==> src/rtl/fetch.sv <==
// Instruction fetch stage: owns the PC, issues one outstanding imem
// request at a time and presents registered packets to decode.
module fetch #(
   parameter logic [31:0] RESET_PC        = 32'h0000_0000,
   parameter int          EX_W            = 4,
   parameter int          EX_MISALIGNED   = 0,
   parameter int          EX_ACCESS_FAULT = 1
) (
   input  logic            clk,
   input  logic            reset,
   output logic            imem_req_valid,
   input  logic            imem_req_ready,
   output logic [31:0]     imem_req_addr,
   input  logic            imem_resp_valid,
   input  logic [31:0]     imem_resp_data,
   input  logic            imem_resp_error,
   output logic [31:0]     PC_out,
   output logic [31:0]     instr_out,
   output logic [EX_W-1:0] exception_out,
   output logic            exception_out_valid,
   output logic            pipeline_out_valid,
   input  logic            stall,
   input  logic            flush,
   input  logic [31:0]     redirect_pc
);

   localparam logic [31:0] NOP = 32'h0000_0013;

   // MISA: misaligned redirect waiting to emit its exception packet
   typedef enum logic [2:0] {
      S_REQ,
      S_WAIT,
      S_HOLD,
      S_DRAIN,
      S_MISA,
      S_FAULT
   } state_e;

   state_e            state_q, state_d;
   logic [31:0]       pc_q, pc_d;
   logic              mis_q, mis_d;
   logic              hb_v_q, hb_v_d;
   logic [31:0]       hb_pc_q, hb_pc_d;
   logic [31:0]       hb_ins_q, hb_ins_d;
   logic              hb_err_q, hb_err_d;
   logic [31:0]       opc_q, opc_d;
   logic [31:0]       oins_q, oins_d;
   logic [EX_W-1:0]   exc_q, exc_d;
   logic              exv_q, exv_d;
   logic              pv_q, pv_d;

   logic              fire;
   logic              pending;
   logic [31:0]       req_pc;
   logic              ld;
   logic [31:0]       ld_pc;
   logic [31:0]       ld_ins;
   logic              ld_err;
   logic              ld_mis;

   // pc has already advanced past the in-flight request
   assign req_pc = pc_q - 32'd4;
   assign fire   = (state_q == S_REQ) && imem_req_ready;

   assign imem_req_valid      = reset && (state_q == S_REQ);
   assign imem_req_addr       = pc_q;
   assign PC_out              = opc_q;
   assign instr_out           = oins_q;
   assign exception_out       = exc_q;
   assign exception_out_valid = exv_q;
   assign pipeline_out_valid  = pv_q;

   // next-state, hold buffer and output packet selection
   always_comb begin
      state_d  = state_q;
      pc_d     = pc_q;
      mis_d    = mis_q;
      hb_v_d   = hb_v_q;
      hb_pc_d  = hb_pc_q;
      hb_ins_d = hb_ins_q;
      hb_err_d = hb_err_q;
      opc_d    = opc_q;
      oins_d   = oins_q;
      exc_d    = exc_q;
      exv_d    = exv_q;
      pv_d     = pv_q;
      pending  = 1'b0;
      ld       = 1'b0;
      ld_pc    = req_pc;
      ld_ins   = imem_resp_data;
      ld_err   = imem_resp_error;
      ld_mis   = 1'b0;
      if (flush) begin
         pending = fire ||
                   (((state_q == S_WAIT) ||
                     (state_q == S_DRAIN)) &&
                    !imem_resp_valid);
         pc_d    = redirect_pc;
         hb_v_d  = 1'b0;
         pv_d    = 1'b0;
         mis_d   = |redirect_pc[1:0];
         if (pending) begin
            state_d = S_DRAIN;
         end else if (mis_d) begin
            state_d = S_MISA;
         end else begin
            state_d = S_REQ;
         end
      end else begin
         unique case (state_q)
            S_REQ: begin
               if (imem_req_ready) begin
                  pc_d    = pc_q + 32'd4;
                  state_d = S_WAIT;
               end
            end
            S_WAIT: begin
               if (imem_resp_valid) begin
                  if (stall) begin
                     hb_v_d   = 1'b1;
                     hb_pc_d  = req_pc;
                     hb_ins_d = imem_resp_data;
                     hb_err_d = imem_resp_error;
                     state_d  = S_HOLD;
                  end else begin
                     ld      = 1'b1;
                     state_d = imem_resp_error ? S_FAULT : S_REQ;
                  end
               end
            end
            S_HOLD: begin
               if (!stall) begin
                  if (hb_v_q) begin
                     ld      = 1'b1;
                     ld_pc   = hb_pc_q;
                     ld_ins  = hb_ins_q;
                     ld_err  = hb_err_q;
                     hb_v_d  = 1'b0;
                     state_d = hb_err_q ? S_FAULT : S_REQ;
                  end else begin
                     state_d = S_REQ;
                  end
               end
            end
            S_DRAIN: begin
               if (imem_resp_valid) begin
                  state_d = mis_q ? S_MISA : S_REQ;
               end
            end
            S_MISA: begin
               if (!stall) begin
                  ld      = 1'b1;
                  ld_mis  = 1'b1;
                  ld_pc   = pc_q;
                  mis_d   = 1'b0;
                  state_d = S_FAULT;
               end
            end
            S_FAULT: begin
               state_d = S_FAULT;
            end
            default: begin
               state_d = S_REQ;
            end
         endcase
         if (ld) begin
            pv_d  = 1'b1;
            opc_d = ld_pc;
            if (ld_mis) begin
               oins_d = NOP;
               exc_d  = EX_W'(EX_MISALIGNED);
               exv_d  = 1'b1;
            end else if (ld_err) begin
               oins_d = NOP;
               exc_d  = EX_W'(EX_ACCESS_FAULT);
               exv_d  = 1'b1;
            end else begin
               oins_d = ld_ins;
               exc_d  = '0;
               exv_d  = 1'b0;
            end
         end else if (!stall) begin
            pv_d = 1'b0;
         end
      end
   end

   // state, pc, hold buffer and output packet registers
   always_ff @(posedge clk or negedge reset) begin
      if (!reset) begin
         state_q  <= S_REQ;
         pc_q     <= RESET_PC;
         mis_q    <= 1'b0;
         hb_v_q   <= 1'b0;
         hb_pc_q  <= '0;
         hb_ins_q <= '0;
         hb_err_q <= 1'b0;
         opc_q    <= '0;
         oins_q   <= '0;
         exc_q    <= '0;
         exv_q    <= 1'b0;
         pv_q     <= 1'b0;
      end else begin
         state_q  <= state_d;
         pc_q     <= pc_d;
         mis_q    <= mis_d;
         hb_v_q   <= hb_v_d;
         hb_pc_q  <= hb_pc_d;
         hb_ins_q <= hb_ins_d;
         hb_err_q <= hb_err_d;
         opc_q    <= opc_d;
         oins_q   <= oins_d;
         exc_q    <= exc_d;
         exv_q    <= exv_d;
         pv_q     <= pv_d;
      end
   end

endmodule

==> config.mk <==
export PLATFORM = sky130hd
export DESIGN_NAME = fetch
export DESIGN_NICKNAME = d
export VERILOG_FILES = /design/src/rtl/fetch.sv
export SDC_FILE = /design/constraint.sdc
export NUM_CORES = 1
export LEC_CHECK = 0
export ABC_AREA = 0
export CORE_MARGIN = 4
export CORE_UTILIZATION = 55
export DETAILED_ROUTE_END_ITERATION = 8
export PLACE_DENSITY = 0.89
export SLEW_MARGIN = 10
export SYNTH_ARGS = -nofsm -noshare
export SYNTH_HDL_FRONTEND = slang
export SYNTH_SLANG_ARGS = --single-unit
==> constraint.sdc <==
create_clock -name clk -period 4.35 [get_ports clk]
set_input_delay 0.435 -clock clk [delete_from_list [all_inputs] [get_ports clk]]
set_output_delay 0.435 -clock clk [all_outputs]
set_load 0.005 [all_outputs]
# [Word-level counts from Yosys, hierarchy flattened]
# Cells that the tools add are included.
[totals] register_bits=172 out_inout_bits=103
[classes] n_addsub=2 n_eq_ne=13 n_mux=51 n_bitwise=1 reduce_logical=18
[op_table] operator="$mux 32" n=11
[op_table] operator="$pmux 32 s2" n=1
[op_table] operator="$mux 3" n=13
[op_table] operator="$add 32x3->32 const B" n=1
[op_table] operator="$sub 32x3->32 const B" n=1
[op_table] operator="$mux 1" n=23
[op_table] operator="$ne 3x3->1 const B" n=6
[op_table] operator="$pmux 3 s6" n=1
[op_table] operator="$reduce_and 4->1" n=2
[op_table] operator="$eq 3x2->1 const B" n=2
[op_table] operator="$eq 3x3->1 const B" n=2
[op_table] operator="$reduce_and 2->1" n=3
[op_table] operator="$reduce_bool 2->1" n=3
[op_table] operator="$reduce_and 5->1" n=1
[op_table] operator="$eq 3x1->1 const B" n=1
[op_table] operator="$logic_and 1x1->1" n=3
[op_table] operator="$logic_not 3->1" n=1
[op_table] operator="$ne 3x1->1 const B" n=1
[op_table] operator="$pmux 1 s3" n=1
[op_table] operator="$reduce_bool 3->1" n=1
[op_table] operator="$logic_or 1x1->1" n=2
[op_table] operator="$ne 2x1->1 const B" n=1
[op_table] operator="$pmux 1 s2" n=1
[op_table] operator="$reduce_or 2->1" n=1
[op_table] operator="2 further kinds" n=2

# [Logic depth before layout (Yosys ltp)]
[depth] depth_word=6 depth_mapped=8

# [Worst setup path before layout]
# OpenSTA, ideal clock, no wires.
[synth_path] path_type="register -> register" from="reg pc_q[2], in the netlist imem_req_addr[2]" to="reg opc_q[28], in the netlist PC_out[28]" setup_ns=0.135 arrival_ns=2.305 path_slack_ns=1.910 path_stages_with_launch=8 n_path_buf=0 synth_period_minus_slack_ns=2.440 cell_sequence="dfrtp_1 inv_1 ha_1 or3b_2 or4_4 nor3b_2 xnor2_1 o22ai_1"
[synth_between] elab_chain_len=4
[synth_lines] element="start: declaration" line_no="40" source="logic [31:0] pc_q, pc_d;"
[synth_lines] element="start signal: assignment" line_no="205" source="pc_q <= pc_d;"
[synth_lines] element="$sub 32x3->32 *" line_no="62" source="assign req_pc = pc_q - 32'd4;"
[synth_lines] element="$mux 32" line_no="133" source="if (hb_v_q) begin"
[synth_lines] element="$mux 32" line_no="132" source="if (!stall) begin"
[synth_lines] element="$pmux 32 s2 *" line_no="110" source="unique case (state_q)"
[synth_lines] element="end signal: assignment" line_no="211" source="opc_q <= opc_d;"
[synth_lines] element="end: declaration" line_no="46" source="logic [31:0] opc_q, opc_d;"
# Mark *: on every way between the ends. The rest lies on a longest branch, timed or not.
# A chain may end at the register's enable or synchronous reset.

# [Worst setup path after layout]
[layout_path] from="reg state_q[0]" to="reg oins_q[18], in the netlist instr_out[18]"
[layout_between] elab_chain_len=5
[layout_lines] element="start: declaration" line_no="39" source="state_e state_q, state_d;"
[layout_lines] element="start signal: assignment" line_no="204" source="state_q <= state_d;"
[layout_lines] element="$eq 3x2->1" line_no="110"
[layout_lines] element="$mux 1" line_no="110"
[layout_lines] element="$mux 1" line_no="93" source="if (flush) begin"
[layout_lines] element="$mux 32" line_no="173" source="end else if (ld_err) begin"
[layout_lines] element="$mux 32" line_no="169" source="if (ld_mis) begin"
[layout_lines] element="end signal: assignment" line_no="212" source="oins_q <= oins_d;"
[layout_lines] element="end: declaration" line_no="47" source="logic [31:0] oins_q, oins_d;"
# Several ways; a longest one is shown, not always the timed one. The select of a mux whose other input is x is not followed.

==> impl_metrics.csv <==
group,metric,value,unit
floorplan,die-height,132,um
sta,timing.final.max_slew_violations,0,
global_routing,grt_use_total,0.268,
power,power-per-cell-area,547,nW/um^2
placed_design,place_congestion,0.872,
synthesis,yosys_most_used_dff,"sky130_fd_sc_hd__dfrtp_1",
final_layout,final_design_area_no_fill,10700,sq um
power,p_seq_frac,0.440,
clock_network,cts-root-to-sink-buffers,2,
critical_path,critical_path.endpoint_type,"register",
synthesis,total_standard_cell_area_after_synthesis,8500,sq um
synthesis,synth_seq_area_share,0.498,
floorplan,fp.coreArea,15100,sq um
critical_path,cp_max_fo,35,
floorplan,number_of_placement_rows,45,
sta,timing.final.hold_violations,0,
synthesis,synth_top_family_by_area,"simple AND/OR/NAND/NOR gates",
floorplan,boundary_pin_count,174,
clock_network,ctsHtreeMaxLevel,4,
sta,maxClockFrequency,340,MHz
critical_path,critical_path_arrival,3.28,ns
clock_network,cts_sinks,169,
clock_network,cts_resized,0,
critical_path,worst_r2r_startpoint,"state_q[0]",
power,clock_power_share,0.247,
clock_network,total_clock_buffers_created_by_cts,17,
critical_path,critical_path.startpoint_type,"register",
power,p_leak,4.47,nW
synthesis,yosys_register_bits,169,
power,power.share.combinational,0.313,
power,design_power_total,5.87,mW
routing,num_vias,7494,
floorplan,floorplan.initialDensity,0.561,
placed_design,buffer_ports.inserted,170,
power,worst_ir_drop_vdd,339,uV
synthesis,postSynth.asyncResetShare,1.00,
routing,route.detailed.wl_per_inst,18.4,um
global_routing,grt_overflow_total,0,
routing,via_per_inst,5.93,
sta,slew_headroom,0.298,
outcome,run_status,"finished, final reports clean",
clock_network,clk_transition_reported_paths,0.07,ns
global_routing,first_global_vias,7609,
final_layout,diodes,0,
synthesis,post_synth_mux_area_share,0.0405,
critical_path,worstSetupPathType,"register to register",
floorplan,fp.dieArea,17500,sq um
routing,drt_iter0_drc,703,
power,internal_power,3.95,mW
sta,layout_worst_path_cycle_share,0.675,
final_layout,layout-area-overhead-vs-synth,26.2,%
routing,route.final.wire_length,23200,um
clock_network,cts.root.buffer_cell,"sky130_fd_sc_hd__clkbuf_16",
floorplan,dieWidth,132,um
synthesis,share_of_the_synthesized_area_in_compound_gates_ao_oa_aoi_oai,0.134,
sta,rsz0062_at_grt,"false",
synthesis,synth_edf_count,0,
critical_path,critical_path.reg2reg.endpoint,"instr_out[18]",
global_routing,grt_first_pass_wirelength,38200,um
placed_design,post_dp_cell_area,10200,sq um
critical_path,cp-startpoint,"state_q[0]",
synthesis,ys_warn_count,0,
sta,finClkSkew,0.00753,ns
critical_path,reg2reg_depth,6,
final_layout,num-fill-cells,1079,
final_layout,layout-drive-gt1-share,0.0577,
power,p_sw,1.92,mW
run,max-cap-violations,0,
sta,finalSetupViolations,0,
synthesis,synth_adder_area_share,0.00294,
synthesis,synth_xor_area_frac,0.0567,
synthesis,netlist_instances,945,
synthesis,synth_simple_gate_area_frac,0.220,
sta,finalWorstPathRequiredPeriod,2.94,ns
sta,worst_slew_pin_slew,1.05,ns
clock_network,postCtsSetupRepairBufs,0,
power,power.switching_fraction,0.327,
hold_path,holdCritPathClass,"input port to asynchronous set/reset pin",
synthesis,synth_cell_type_count,60,
global_routing,antenna_found_initial,0,
routing,postRouteAntennaNets,0,
clock_network,tritoncts,"yes",
synthesis,syn_avg_cell_area,8.99,sq um
routing,detailed_routing_iterations_pass_1,5,
sta,tns,0,ns
critical_path,rrSetupSlack,1.41,ns
global_routing,pin_count_of_the_biggest_net_entering_global_routing,78,
critical_path,cp_data_required_time,4.69,ns
placed_design,dp_hpwl,15500,um
clock_network,worst_skew_pair.late_latency,0.43,ns
routing,drcViolationCount,0,
critical_path,cp_capture_point,"instr_out[18]",
final_layout,finalNetCount,1135,
[power groups by stage]
stage          clock network, mW  logic [mW]  registers [mW]
5_1_grt                     1.53        2.02            2.66
6_report                    1.45        1.84            2.58
4_1_cts                     1.46        1.85            2.58
3_5_place_dp                   0        1.84            2.60
3_3_place_gp                   0        1.77            2.56
2_1_floorplan                  0       0.905            2.47
[through the flow]
step / std cells / utilization / worst slack, ns / hold WS, ns
final: 1263 / 0.708 / 1.41 / 0.460
after global routing: 1263 / 0.708 / 1.25 / 0.476
after CTS: 1263 / 0.708 / 1.47 / 0.456
after detailed placement: 1230 / 0.671 / 1.26 / 0.348
after global placement: 1230 / 0.671 / 1.28 / 0.342
after floorplan: 947 / - / 1.91 / 0.139
[synth_stat cells, drive strengths merged, types with 3 or more instances]
cell    number  area, sq um
nand2      222          836
dfrtp      169         4230
o21ai      103          516
nor2        70          263
clkbuf      55          206
xor2        34          298
mux2i       31          310
buf         29          175
a221oi      27          236
nand3       26          130
xnor2       21          184
nor3        19          105
a21oi       18         90.1
o22ai       17          106
nand4       12         75.1
nor4         8          101
a31oi        7         43.8
and3         7         43.8
inv          7         26.3
nor3b        6         50.1
or3          5         31.3
or4          5         45.0
nand3b       4         30.0
o21a         4         30.0
mux2         3         33.8
nand2b       3         18.8
nor2b        3         18.8
o22a         3         26.3
[layer usage]
layer,up-vias,track usage,part of all wire
met1,3627,0.353,0.42
met3,60,0.0565,0.065
met5,-,0,0
met2,323,0.430,0.48
met4,0,0.117,0.032
li1,3484,-,-
[registers in the layout, summed over array words and instances (netlist names)]
signal / flops
imem_req_addr: 32
exception_out_valid: 1
hb_pc_q: 32
pipeline_out_valid: 1
instr_out: 32
PC_out: 32
hb_v_q: 1
mis_q: 1
exception_out: 1
hb_ins_q: 32
state_q: 3
hb_err_q: 1
[worst min-delay path by stage]
stage	startpoint	to	slack, ns	cells after the start
floorplan	reset	PC_out[0]	0.14	0
global placement	reset	hb_ins_q[4]	0.34	1
detailed placement	reset	hb_ins_q[4]	0.35	1
CTS	reset	hb_ins_q[4]	0.46	2
global route	reset	hb_ins_q[4]	0.48	2
finish	reset	hb_ins_q[4]	0.46	2
[logic make-up (layout without fill, tap and decap cells)]
group / count (synthesis) / in the layout
AO/OA/AOI/OAI: 190 / 190
XOR/XNOR: 55 / 55
adder cells (fa/ha/maj): 2 / 2
buffers and inverters: 91 / 219
flip-flops: 169 / 169
multiplexers: 34 / 34
other: 1 / 3
AND/OR/NAND/NOR: 403 / 403
[placed cells by master (no fill, tap or decap), drive strengths merged, types with 8 or more instances in the layout]
| master | count |
|---|---|
| a21oi | 18 |
| a221oi | 27 |
| buf | 11 |
| clkbuf | 20 |
| clkdlybuf4s50 | 168 |
| dfrtp | 169 |
| inv | 11 |
| mux2i | 31 |
| nand2 | 222 |
| nand3 | 26 |
| nand4 | 12 |
| nor2 | 70 |
| nor3 | 19 |
| nor4 | 8 |
| o21ai | 103 |
| o22ai | 17 |
| xnor2 | 21 |
| xor2 | 34 |
[cell type report]
cell class | count | area [sq um] | area share
Timing Repair Buffer | 180 | 1790 | 0.167
Multi-Input combinational cell | 687 | 3890 | 0.362
Clock inverter | 12 | 115 | 0.0107
Inverter | 7 | 26.3 | 0.00245
Sequential cell | 169 | 4230 | 0.394
Clock buffer | 20 | 447 | 0.0416
Tap cell | 188 | 235 | 0.0219
[worst max-delay path, cell delays in order (launching register included)]
cell,delay (ns)
sky130_fd_sc_hd__dfrtp_1,0.70
sky130_fd_sc_hd__and4bb_2,0.32
sky130_fd_sc_hd__nor3_1,0.47
sky130_fd_sc_hd__or3_2,0.66
sky130_fd_sc_hd__buf_4,0.46
sky130_fd_sc_hd__nand2_1,0.11
sky130_fd_sc_hd__o21ai_0,0.10
[repair_timing]
item,CTS,global route
hold buffers,1,0
endpoints found under the hold margin,30,0
setup endpoints to repair,0,0
Note: power is estimated with default switching activity, not from simulation.
